### src/rtl/sobel_pkg.sv
// -----------------------------------------------------------------------------
// sobel_pkg
// Shared definitions for the Sobel frame controller and its neighbours:
//   - ctrl_state_t : controller state encoding
//   - HMAX_DEF     : default pixels per line
//   - VMAX_DEF     : default lines per frame
//   - POS_W        : width of the frame counter hcount/vcount positions
// -----------------------------------------------------------------------------
package sobel_pkg;

    localparam int HMAX_DEF = 640;
    localparam int VMAX_DEF = 480;
    localparam int POS_W    = 11;

    typedef enum logic [2:0] {
        ST_IDLE,
        ST_WAIT_SOF,
        ST_ACTIVE,
        ST_DRAIN,
        ST_DONE
    } ctrl_state_t;

endpackage

### src/rtl/sobel_frame_ctrl.sv
// -----------------------------------------------------------------------------
// sobel_frame_ctrl
// Sequences a pixel stream into the Sobel datapath. Drives the shared frame
// counter (cnt_inc / cnt_clr) and reads its position back (hcount, vcount,
// frame_end). Handles start/abort, SOF alignment, multi-frame runs, 3x3
// window-valid generation and a pipeline drain after every frame.
//
// Ports:
//   clk, reset_n        clock, asynchronous active-low reset
//   start, abort        run request (IDLE only) / return to IDLE from anywhere
//   cfg_frames          frames per run, 0 = continuous (sampled on start)
//   pix_valid, pix_sof  source pixel handshake and SOF marker
//   pix_ready           controller accepts a pixel this cycle
//   out_ready           downstream Sobel core can take a pixel
//   hcount, vcount      frame counter position (pre-increment)
//   frame_end           frame counter at last pixel of the frame
//   cnt_inc, cnt_clr    frame counter controls (never both high)
//   win_valid           accepted pixel completes an interior 3x3 window
//   busy                controller not idle
//   frame_done          pulse when a frame's drain completes
//   run_done            pulse when the run finishes
//   frames_done         frames completed in the current run
//   sof_err             sticky: SOF seen mid-frame
//   drop_cnt            discarded pixel count
//
// Build option: SOBEL_FRAME_CTRL_STATS_EN enables the saturating drop_cnt
// counter; without it drop_cnt is tied to zero.
// -----------------------------------------------------------------------------
module sobel_frame_ctrl
    import sobel_pkg::*;
#(
    parameter int HMAX     = HMAX_DEF,
    parameter int VMAX     = VMAX_DEF,
    parameter int PIPE_LAT = 4,
    parameter int FCNT_W   = 8
) (
    input  logic              clk,
    input  logic              reset_n,
    input  logic              start,
    input  logic              abort,
    input  logic [FCNT_W-1:0] cfg_frames,
    input  logic              pix_valid,
    input  logic              pix_sof,
    output logic              pix_ready,
    input  logic              out_ready,
    input  logic [POS_W-1:0]  hcount,
    input  logic [POS_W-1:0]  vcount,
    input  logic              frame_end,
    output logic              cnt_inc,
    output logic              cnt_clr,
    output logic              win_valid,
    output logic              busy,
    output logic              frame_done,
    output logic              run_done,
    output logic [FCNT_W-1:0] frames_done,
    output logic              sof_err,
    output logic [15:0]       drop_cnt
);

    localparam int DW = (PIPE_LAT < 1) ? 1 : $clog2(PIPE_LAT + 1);

    ctrl_state_t       r_state;
    ctrl_state_t       w_next;

    logic [FCNT_W-1:0] r_cfg_frames;
    logic [FCNT_W-1:0] r_frames_done;
    logic [FCNT_W-1:0] w_frames_next;
    logic              r_sof_err;
    logic [DW-1:0]     r_drain;

    logic              w_accept;
    logic              w_at_origin;
    logic              w_drain_last;
    logic              w_start_run;
    logic              w_sof_err_set;
    logic              w_wait_drop;
    logic              w_drain_load;
    logic              w_drain_dec;
    logic              w_frame_cnt;

    assign pix_ready     = out_ready & ((r_state == ST_WAIT_SOF) | (r_state == ST_ACTIVE));
    assign w_accept      = pix_valid & pix_ready;
    assign w_at_origin   = (hcount == '0) & (vcount == '0);
    assign w_frames_next = r_frames_done + FCNT_W'(1);
    // PIPE_LAT of 0 still needs one DRAIN cycle to report completion.
    assign w_drain_last  = (r_drain <= DW'(1));
    assign busy          = (r_state != ST_IDLE);
    assign frames_done   = r_frames_done;
    assign sof_err       = r_sof_err;

    always_ff @(posedge clk or negedge reset_n) begin
        if (!reset_n) begin
            r_state <= ST_IDLE;
        end else begin
            r_state <= w_next;
        end
    end

    always_comb begin
        w_next        = r_state;
        cnt_inc       = 1'b0;
        cnt_clr       = 1'b0;
        win_valid     = 1'b0;
        frame_done    = 1'b0;
        run_done      = 1'b0;
        w_start_run   = 1'b0;
        w_sof_err_set = 1'b0;
        w_wait_drop   = 1'b0;
        w_drain_load  = 1'b0;
        w_drain_dec   = 1'b0;
        w_frame_cnt   = 1'b0;

        if (abort) begin
            w_next  = ST_IDLE;
            cnt_clr = 1'b1;
        end else begin
            case (r_state)
                ST_IDLE: begin
                    if (start) begin
                        w_next      = ST_WAIT_SOF;
                        cnt_clr     = 1'b1;
                        w_start_run = 1'b1;
                    end
                end
                ST_WAIT_SOF: begin
                    if (w_accept) begin
                        if (pix_sof) begin
                            cnt_inc = 1'b1;
                            w_next  = ST_ACTIVE;
                        end else begin
                            w_wait_drop = 1'b1;
                        end
                    end
                end
                ST_ACTIVE: begin
                    if (w_accept) begin
                        if (pix_sof & ~w_at_origin) begin
                            // Realign: drop this pixel and restart the frame.
                            cnt_clr       = 1'b1;
                            w_sof_err_set = 1'b1;
                            w_next        = ST_WAIT_SOF;
                        end else begin
                            cnt_inc   = 1'b1;
                            win_valid = (hcount >= POS_W'(2)) & (vcount >= POS_W'(2));
                            if (frame_end) begin
                                w_next       = ST_DRAIN;
                                w_drain_load = 1'b1;
                            end
                        end
                    end
                end
                ST_DRAIN: begin
                    if (out_ready) begin
                        if (w_drain_last) begin
                            frame_done  = 1'b1;
                            w_frame_cnt = 1'b1;
                            if ((r_cfg_frames != '0) && (w_frames_next == r_cfg_frames)) begin
                                w_next = ST_DONE;
                            end else begin
                                w_next = ST_WAIT_SOF;
                            end
                        end else begin
                            w_drain_dec = 1'b1;
                        end
                    end
                end
                ST_DONE: begin
                    run_done = 1'b1;
                    w_next   = ST_IDLE;
                end
                default: begin
                    w_next = ST_IDLE;
                end
            endcase
        end
    end

    always_ff @(posedge clk or negedge reset_n) begin
        if (!reset_n) begin
            r_cfg_frames  <= '0;
            r_frames_done <= '0;
            r_sof_err     <= 1'b0;
            r_drain       <= '0;
        end else begin
            if (w_start_run) begin
                r_cfg_frames  <= cfg_frames;
                r_frames_done <= '0;
                r_sof_err     <= 1'b0;
            end
            if (w_sof_err_set) begin
                r_sof_err <= 1'b1;
            end
            if (w_frame_cnt) begin
                r_frames_done <= w_frames_next;
            end
            if (w_drain_load) begin
                r_drain <= DW'(PIPE_LAT);
            end else if (w_drain_dec) begin
                r_drain <= r_drain - DW'(1);
            end
        end
    end

`ifdef SOBEL_FRAME_CTRL_STATS_EN
    logic [15:0] r_drop_cnt;
    logic        w_drop_evt;

    assign w_drop_evt = w_wait_drop | w_sof_err_set;

    always_ff @(posedge clk or negedge reset_n) begin
        if (!reset_n) begin
            r_drop_cnt <= '0;
        end else if (w_start_run) begin
            r_drop_cnt <= '0;
        end else if (w_drop_evt && (r_drop_cnt != '1)) begin
            r_drop_cnt <= r_drop_cnt + 16'd1;
        end
    end

    assign drop_cnt = r_drop_cnt;
`else
    logic w_unused_drop;
    assign w_unused_drop = w_wait_drop;
    assign drop_cnt      = '0;
`endif

    // The counter's frame_end must agree with the configured geometry.
    assert property (@(posedge clk) disable iff (!reset_n)
        frame_end |-> ((hcount == POS_W'(HMAX - 1)) && (vcount == POS_W'(VMAX - 1))));

endmodule
### config.mk
export PLATFORM = sky130hd
export DESIGN_NAME = sobel_frame_ctrl
export DESIGN_NICKNAME = d
export VERILOG_FILES = /design/src/rtl/sobel_pkg.sv /design/src/rtl/sobel_frame_ctrl.sv
export SDC_FILE = /design/constraint.sdc
export NUM_CORES = 1
export LEC_CHECK = 0
export ABC_AREA = 1
export ABC_CLOCK_PERIOD_IN_PS = 3350
export CAP_MARGIN = 10
export CORE_MARGIN = 5
export CORE_UTILIZATION = 47
export DETAILED_ROUTE_END_ITERATION = 8
export GPL_TIMING_DRIVEN = 0
export PLACE_DENSITY = 0.92
export SKIP_LAST_GASP = 1
export SYNTH_ARGS = -nofsm -noshare
export SYNTH_HDL_FRONTEND = slang
export SYNTH_SLANG_ARGS = --single-unit
### constraint.sdc
create_clock -name clk -period 3.35 [get_ports clk]
set_input_delay 0.335 -clock clk [delete_from_list [all_inputs] [get_ports clk]]
set_output_delay 0.335 -clock clk [all_outputs]
set_load 0.005 [all_outputs]
Yosys cells after proc, flatten, opt, wreduce, memory -nomap -nowiden

Cells that the tools add are included.

Register bits after elaboration: 23
Input bits: 38

Add/subtract/negate cells: 2
Bitwise logic cells: 7
Magnitude comparators: 3
Equal/unequal tests: 12
Reduce and logical (&&, ||, !) cells: 10
Mux-type cells: 51

Operator list:

| kind                  | count |
|---|---|
| $mux W3               | 12 |
| $mux W1               | 34 |
| $ge A11 B2 Y1 const B | 2 |
| $logic_not A11 Y1     | 2 |
| $ne A3 B3 Y1 const B  | 6 |
| $mux W8               | 2 |
| $pmux W3 S4           | 1 |
| $add A8 B1 Y8 const B | 1 |
| $eq A8 B8 Y1          | 1 |
| $reduce_bool A8 Y1    | 1 |
| $reduce_and A7 Y1     | 1 |
| $eq A3 B2 Y1 const B  | 2 |
| $reduce_bool A2 Y1    | 3 |
| $and A1 B1 Y1         | 5 |
| $ne A4 B3 Y1 const B  | 1 |
| $pmux W1 S2           | 2 |
| $eq A3 B1 Y1 const B  | 1 |
| $eq A3 B3 Y1 const B  | 1 |
| $le A3 B1 Y1 const B  | 1 |
| $logic_not A3 Y1      | 1 |
| $reduce_bool A3 Y1    | 1 |
| $sub A3 B1 Y3 const B | 1 |
| $logic_and A1 B1 Y1   | 1 |
| $not A1 Y1            | 1 |
| $or A1 B1 Y1          | 1 |

Logic depth before layout (Yosys ltp)

Gate-level depths: netlist (run 1).

Word-level depth: 9
Depth in mapped cells: 13
Mapped depth without buffers: 13

Worst setup path after synthesis (run 1)

No wires, ideal clock.

Kind: reg-to-output
From: register r_state[1]
To: output win_valid
Slack: 1.796 ns
Path buffers: 0
Required time: 3.015 ns
Arrival: 1.219 ns
Stages on the path, launching flop included: 7
Cell sequence: dfrtp_1 > nor2_2 > nand2_1 > nand2_1 > and3_2 > nand2_2 > nor4_1

Word-level cells in the longest chain between the ends: 7
Elaborated cells on any way between the ends: 8
Those cells by class: eq/ne (2); mux (3); bitwise (3)

Ends and longest elaborated chain:

| item                                                | line                                            | source |
|---|---|---|
| from (decl)                                         | sobel_frame_ctrl.sv:62                          | `ctrl_state_t r_state;` |
| from (signal assigned)                              | sobel_frame_ctrl.sv:95                          | `r_state <= w_next;` |
| $eq A3 B1 Y1 / $eq A3 B2 Y1 (equally long branches) | sobel_frame_ctrl.sv:81, sobel_frame_ctrl.sv:117 |  |
| $or A1 B1 Y1                                        | sobel_frame_ctrl.sv:81                          | `assign pix_ready = out_ready & ((r_state == ST_WAIT_SOF) \| (r_state == ST_ACTIVE));` |
| $and A1 B1 Y1                                       | sobel_frame_ctrl.sv:81                          |  |
| $and A1 B1 Y1                                       | sobel_frame_ctrl.sv:82                          | `assign w_accept = pix_valid & pix_ready;` |
| $mux W1                                             | sobel_frame_ctrl.sv:136                         | `if (w_accept) begin` |
| $mux W1 (*)                                         | sobel_frame_ctrl.sv:117                         | `case (r_state)` |
| $mux W1 (*)                                         | sobel_frame_ctrl.sv:113                         | `if (abort) begin` |
| to (decl)                                           | sobel_frame_ctrl.sv:51                          | `output logic win_valid,` |

Mark *: on every way between the ends. The rest lies on a longest branch, timed or not.

Final worst setup path (run 1)

From: input vcount[5]
To: output win_valid

Word-level cells in the longest chain between the ends: 8
Elaborated cells on any way between the ends: 10
Those cells by class: order compare (1); mux (4); bitwise (4); reduce/logical (1)

Ends and longest elaborated chain:

| item                                                                  | line                    | source |
|---|---|---|
| from (decl)                                                           | sobel_frame_ctrl.sv:47  | `input logic [POS_W-1:0] vcount,` |
| parallel branches: the longest is 4 deep, another holds $ge A11 B2 Y1 | --                      |  |
| $mux W1 (*)                                                           | sobel_frame_ctrl.sv:137 | `if (pix_sof & ~w_at_origin) begin` |
| $mux W1 (*)                                                           | sobel_frame_ctrl.sv:136 |  |
| $mux W1 (*)                                                           | sobel_frame_ctrl.sv:117 |  |
| $mux W1 (*)                                                           | sobel_frame_ctrl.sv:113 |  |

Mark *: on every way between the ends.

==> implementation parameters, run 1 <==
Parameter                              Value

Detailed routing
  Number of detailed-routing iterations run before antenna repair    4
  Drt via density    a little under 5
  Detailed Route Iter0 Violations    105
  Post-route antenna net violation count    0
  Total routed wirelength    4350 µm
  Avg WL per Cell    around 11 µm
  Final routed DRC violation total    0
  Vias after detailed routing    around 1900

Logic synthesis
  Syn avg cell area    roughly 6.8 µm²
  Cells taking the most area after synthesis    dfrtp_1 32%, nand2_1 15%, nand3_1 7.5%, buf_4 7.1%, inv_1 6.9%
  Share of flip-flops with an asynchronous set or reset    1.00
  Share of the synthesized area in the top cell type    0.320
  Number of cells produced by synthesis    around 270
  Library cells used by synthesis    35
  Number of flops mapped to enable cells by yosys    0
  Most used flip-flop cell after synthesis    dfrtp_1
  Most frequent cells after synthesis    71 x nand2_1, 33 x inv_1, 33 x nor2_1
  Number of synthesized register bits    23
  Sequential cell area fraction in the yosys report    0.320
  Netlist Area Pre-Place    approximately 1800 µm²
  Count leader, synth    nand2_1
  Cell type contributing the most total cell area after synthesis    dfrtp_1
  Yosys synthesis warning count    0

Critical path
  Number of buffer and inverter stages on the critical path    2
  Sort of element at the start of the critical path    input port
  Crit path max fanout    3
  Setup Crit Path Kind    in2out
  Element type at the critical path end    output pin
  Crit path largest cell delay    590 ps
  Cell Chain, Critical Path    clkdlybuf4s50_1 -> or2_1 -> nor3_1 -> nand3_1 -> nand2_1 -> nand2_1 -> nor4_1 -> clkdlybuf4s50_1
  Worst R2R Start    frames_done[0]
  Crit path arrival time    ~2300 ps
  Category of cells accounting for the largest share of critical-path delay    buffers and inverters
  Slack of the worst reg-to-reg path    1490 ps
  Count of cells along the worst register-to-register path    11
  Endpoint of the worst-slack reg-to-reg timing path    r_state[0]
  Slowest-stage cell, CP    clkdlybuf4s50_1
  Data required time of the worst path    3010 ps

Min path
  Class of the worst hold path    reg2reg
  Number of stages on the worst hold path    1
  End point of the most critical hold path    sof_err
  Critical hold path startpoint    sof_err

Die
  Height of the die    ~72 µm
  Num ports    70
  Die width    71.9 µm
  Die outline area    5170 µm²
  Starting utilization of the core area    0.488
  Placeable core region    3690 µm²
  Number of core rows    22

Flow run
  Max-cap check violation count    0

Global routing
  Grt ovf    0
  Largest net degree at the start of global routing    24
  Global-route wire length before repair    roughly 7400 µm
  Number of antenna violations at the first check in global routing    0
  Via count of the first global-routing pass    1756
  GRT Resource Usage Total    0.176

Clock network
  Maximum clock path buffer count    2
  Clock H-tree levels    1
  Clock tree sinks    23
  CTS tree    yes
  Post-CTS Resized    0
  Setup fix buffers added after clock tree synthesis    0
  Worst-skew pair later-pin latency    260 ps
  Clock root buffer master    clkbuf_8
  Cts hold-fix bufs    0
  Register clock-pin slew on the reported worst setup and hold paths    ~80 ps
  TritonCTS Buffers    3

Placement
  Number of buffers inserted by port buffering    53
  Placed wire-length estimate    roughly 3600 µm
  Weighted congestion at the end of routability-driven global placement    0.890
  DP Area    between 2000 and 2500 µm²

Timing
  Total count of max-transition violations in the final report    0
  Count of endpoints failing hold in the final timing report    0
  Final period util    0.782
  Aggregate negative setup slack    0 ps
  Worst-margin pin slew    roughly 1000 ps
  Setup Skew    around 3.8 ps
  Setup-violating endpoint count in the final report    0
  Maximum clock frequency    roughly 380 MHz
  Setup repair after global routing missed its margin    no
  WHS    528 ps
  Headroom to the max-slew limit    0.332
  Clock period minus worst slack    between 2000 and 3000 ps

Finish
  ANT cells    0
  Area added between synthesis and finish    38.5%
  Fraction of layout instances using a drive strength above 1    0.142
  Number of nets in the finished design    roughly 380
  Final Instance Area    between 2000 and 2500 µm²

Pwr
  Leakage power    around 0.0012 µW
  Peak supply drop    roughly 0.19 mV
  Pwr dens    around 430 nW/µm²
  Design Power    between 1000 and 1500 µW

Run status
  Result of the run    completed
layout by cell type, fill, tap and decap left out, drive strengths merged, types with 2 or more instances in the layout:
master and instances:
nand2 77, clkdlybuf4s50 53, inv 40, nor2 38, nand3 29, dfrtp 23, buf 17, conb 16
o21ai 11, nor3 6, a21oi 4, clkbuf 4, o22ai 3, ha 3, or2 2, nor4 2
cells by family after synthesis:
family	synth area share
AO/OA/AOI/OAI	0.0841
XOR/XNOR	0.00974
adder cells (fa/ha/maj)	0.0209
buffers and inverters	0.156
flip-flops	0.320
other	0.00208
AND/OR/NAND/NOR	0.408
power breakdown:
part           total (µW)  switching, µW  internal, µW
clock                 171           86.6          84.9
sequential            417           67.6           349
combinational         485            267           218
total                1070            421           652
flip-flops by register name, indices dropped and copies added, names as in the netlist:
name and cells:
r_state 3, sof_err 1, frames_done 8, r_cfg_frames 8, r_drain 3
final cells by class:
cell class,instances,area [µm²]
flip-flops and latches,23,576
inverters,40,153
multi-input cells,200,1000
well taps,48,60.1
fillers,322,1200
clock buffers,4,45.0
plain buffers,17,128
repair buffers,53,531
worst reg2reg max path: cells and delay by family, from the launching register on:
kind	cells	cell delay, ps
simple gates	9	740
flops	1	460
fa+ha+maj	1	360
xor+xnor	1	180
stage by stage:
step / instances / util / setup slack, ps
detailed placement: 381 / 0.663 / 756
global route: 385 / 0.675 / 652
CTS: 385 / 0.675 / 748
global placement: 381 / 0.663 / 905
finish: 385 / 0.675 / 730
floorplan: 280 / - / 1800
routing by layer:
metal  wire length (µm)  part of all wire  up-vias  GRT usage
met5                  0                 0        -          0
met4                 90             0.021        0     0.0793
met3                249             0.057        9     0.0252
met2               2210              0.51       60      0.307
met1               1800              0.41      855      0.214
li1                   -                 -      946          -
how the worst max path moves through the flow:
stage | endpoint | startpoint | cells past startpoint
2_1_floorplan | win_valid | r_state[1] | 6
3_3_place_gp | win_valid | vcount[5] | 8
3_5_place_dp | win_valid | vcount[5] | 8
4_1_cts | win_valid | vcount[5] | 8
5_1_grt | win_valid | vcount[5] | 8
6_report | win_valid | vcount[5] | 8
Power figures use the tool's default switching activity.
==> run 2: changes to the inputs <==
- ABC_CLOCK_PERIOD_IN_PS: 3350 -> 2650
- CORE_UTILIZATION: 47 -> 44
- PLACE_DENSITY: 0.92 -> 0.88
- clock period: 3.35 -> 2.65 ns (I/O delays scaled with it)
==> implementation parameters, run 2 (synthesized netlist as in run 1, its figures left out) <==
Parameter                              Value

Global routing
  Global-route wire length before repair    6920 µm (-6.6%)
  Grt ovf    0 (unchanged)
  Via count of the first global-routing pass    1624 (-7.5%)
  Number of antenna violations at the first check in global routing    0 (unchanged)
  GRT Resource Usage Total    0.159 (-0.0171)
  Largest net degree at the start of global routing    24 (unchanged)

Timing
  Worst-margin pin slew    1000 ps (+5.92 ps)
  Setup-violating endpoint count in the final report    0 (unchanged)
  Aggregate negative setup slack    0 ps (unchanged)
  Setup repair after global routing missed its margin    no
  Count of endpoints failing hold in the final timing report    0 (unchanged)
  Setup Skew    3.91 ps (+0.125 ps)
  Total count of max-transition violations in the final report    0 (unchanged)
  Final period util    0.938
  Clock period minus worst slack    ~2500 ps
  Headroom to the max-slew limit    0.328 (-0.00396)
  Maximum clock frequency    402 MHz

Die
  Die width    73.9 µm (+2.9%)
  Starting utilization of the core area    0.453 (-0.0347)
  Height of the die    73.9 µm (+2.9%)
  Num ports    70 (unchanged)
  Number of core rows    23 (+4.5%)
  Die outline area    5470 µm² (+5.9%)
  Placeable core region    3970 µm² (+7.7%)

Placement
  Placed wire-length estimate    3570 µm (-1.2%)
  Weighted congestion at the end of routability-driven global placement    0.899 (+1.0%)
  Number of buffers inserted by port buffering    53 (unchanged)

Finish
  Most frequent standard cell in the layout excluding fill and tap cells    nand2_1
  Number of nets in the finished design    379 (unchanged)
  Number of filler cells placed in the layout    373 (+16%)
  ANT cells    0 (unchanged)
  Area added between synthesis and finish    38.6%
  Fraction of layout instances using a drive strength above 1    0.142 (unchanged)
  Most frequent cells in the layout    71 x nand2_1, 53 x clkdlybuf4s50_1, 33 x inv_1, 33 x nor2_1, 27 x nand3_1
  Post-layout utilization of the core    0.628 (-0.0475)

Pwr
  Leakage power    0.00121 µW (unchanged)
  Pwr dens    542 nW/µm² (+26%)
  Peak supply drop    0.250 mV (+34%)

Flow run
  Max-cap check violation count    0 (unchanged)

Critical path
  Slowest-stage cell, CP    clkdlybuf4s50_1
  Crit path largest cell delay    590 ps (about the same)
  Sort of element at the start of the critical path    register
  Setup Crit Path Kind    reg2out
  Number of buffer and inverter stages on the critical path    2 (unchanged)
  Data required time of the worst path    2380 ps (-630 ps)
  Category of cells accounting for the largest share of critical-path delay    simple AND/OR/NAND/NOR gates
  Cell Chain, Critical Path    inv_1 -> nor2_2 -> nand2_1 -> nand2_1 -> and3_2 -> nand2_2 -> nor4_1 -> clkdlybuf4s50_1
  Crit path arrival time    2220 ps (-70 ps)
  Most used cell along the critical path    nand2_1
  Crit path max fanout    4 (+1)
  Element type at the critical path end    output pin

Detailed routing
  Detailed Route Iter0 Violations    208 (+98%)
  Avg WL per Cell    11.0 µm (-2.7%)
  Final routed DRC violation total    0 (unchanged)
  Number of detailed-routing iterations run before antenna repair    4 (unchanged)
  Total routed wirelength    4250 µm (-2.2%)
  Post-route antenna net violation count    0 (unchanged)
  Vias after detailed routing    1824 (-2.5%)
  Drt via density    4.71 (-3.0%)

Clock network
  TritonCTS Buffers    3 (unchanged)
  Clock tree sinks    23 (unchanged)
  Post-CTS Resized    0 (unchanged)
  Worst-skew pair later-pin latency    270 ps (about the same)
  Clock root buffer master    clkbuf_8
  Clock H-tree levels    1 (unchanged)
  Maximum clock path buffer count    2 (unchanged)
  Cts hold-fix bufs    0 (unchanged)
  Setup fix buffers added after clock tree synthesis    0 (unchanged)
  Register clock-pin slew on the reported worst setup and hold paths    80 ps (about the same)
  CTS tree    yes

Min path
  Class of the worst hold path    in2reg

Run status
  Result of the run    completed
run 2: worst paths after layout:
path                                      from  slack [ps]         endpoint  cells after the start
worst max register to register  frames_done[0]         820       r_state[0]                     13
worst min-delay path             cfg_frames[0]         520  r_cfg_frames[0]                      3
worst max-delay path                r_state[0]         160        win_valid                      8
max in group asynchronous              reset_n        1500  r_cfg_frames[2]                      1
worst min register to register         sof_err         540          sof_err                      1
min in group asynchronous              reset_n         550   frames_done[6]                      1
run 2: per-layer routing:
| metal | vias up | part of all wire | GRT usage |
|---|---|---|---|
| li1 | 949 | - | - |
| met2 | 64 | 0.49 | 0.275 |
| met4 | 0 | 0.018 | 0.0604 |
| met3 | 10 | 0.064 | 0.0230 |
| met1 | 801 | 0.42 | 0.201 |
| met5 | - | 0 | 0 |
run 2: layout make-up:
cell class	count	area [µm²]	share of cell area
Multi-Input combinational cell	200	1000	0.401
Sequential cell	23	576	0.231
Timing Repair Buffer	53	531	0.213
Inverter	40	153	0.0612
Buffer	17	128	0.0512
Tap cell	50	62.6	0.0251
Clock buffer	4	45.0	0.0181
run 2: power breakdown:
part	internal, µW	switching [µW]
clock network	107	113
registers	442	80.3
logic	276	333
total	825	526
run 2: worst min-delay path: cells and delay by family:
kind | cells | cell delay (ps)
and+or+nand+nor | 2 | 100
buffers and inverters | 1 | 390
run 2: stage by stage:
stage | hold slack [ps] | power (µW) | instances | worst slack (ps) | area [µm²]
after global routing | 536 | 1470 | 387 | 96.8 | 2490
after detailed placement | 515 | 1130 | 383 | 289 | 2450
after global placement | 503 | 1110 | 383 | 336 | 2450
final | 525 | 1350 | 387 | 163 | 2490
after floorplan | -30.6 | 936 | 280 | 1100 | 1860
after CTS | 528 | 1350 | 387 | 240 | 2490
==> run 3: changes to the inputs <==
- SKIP_CTS_REPAIR_TIMING: not set -> 1
==> results of run 3 <==
Final layout, timing and power as in run 2 (identical DEF).
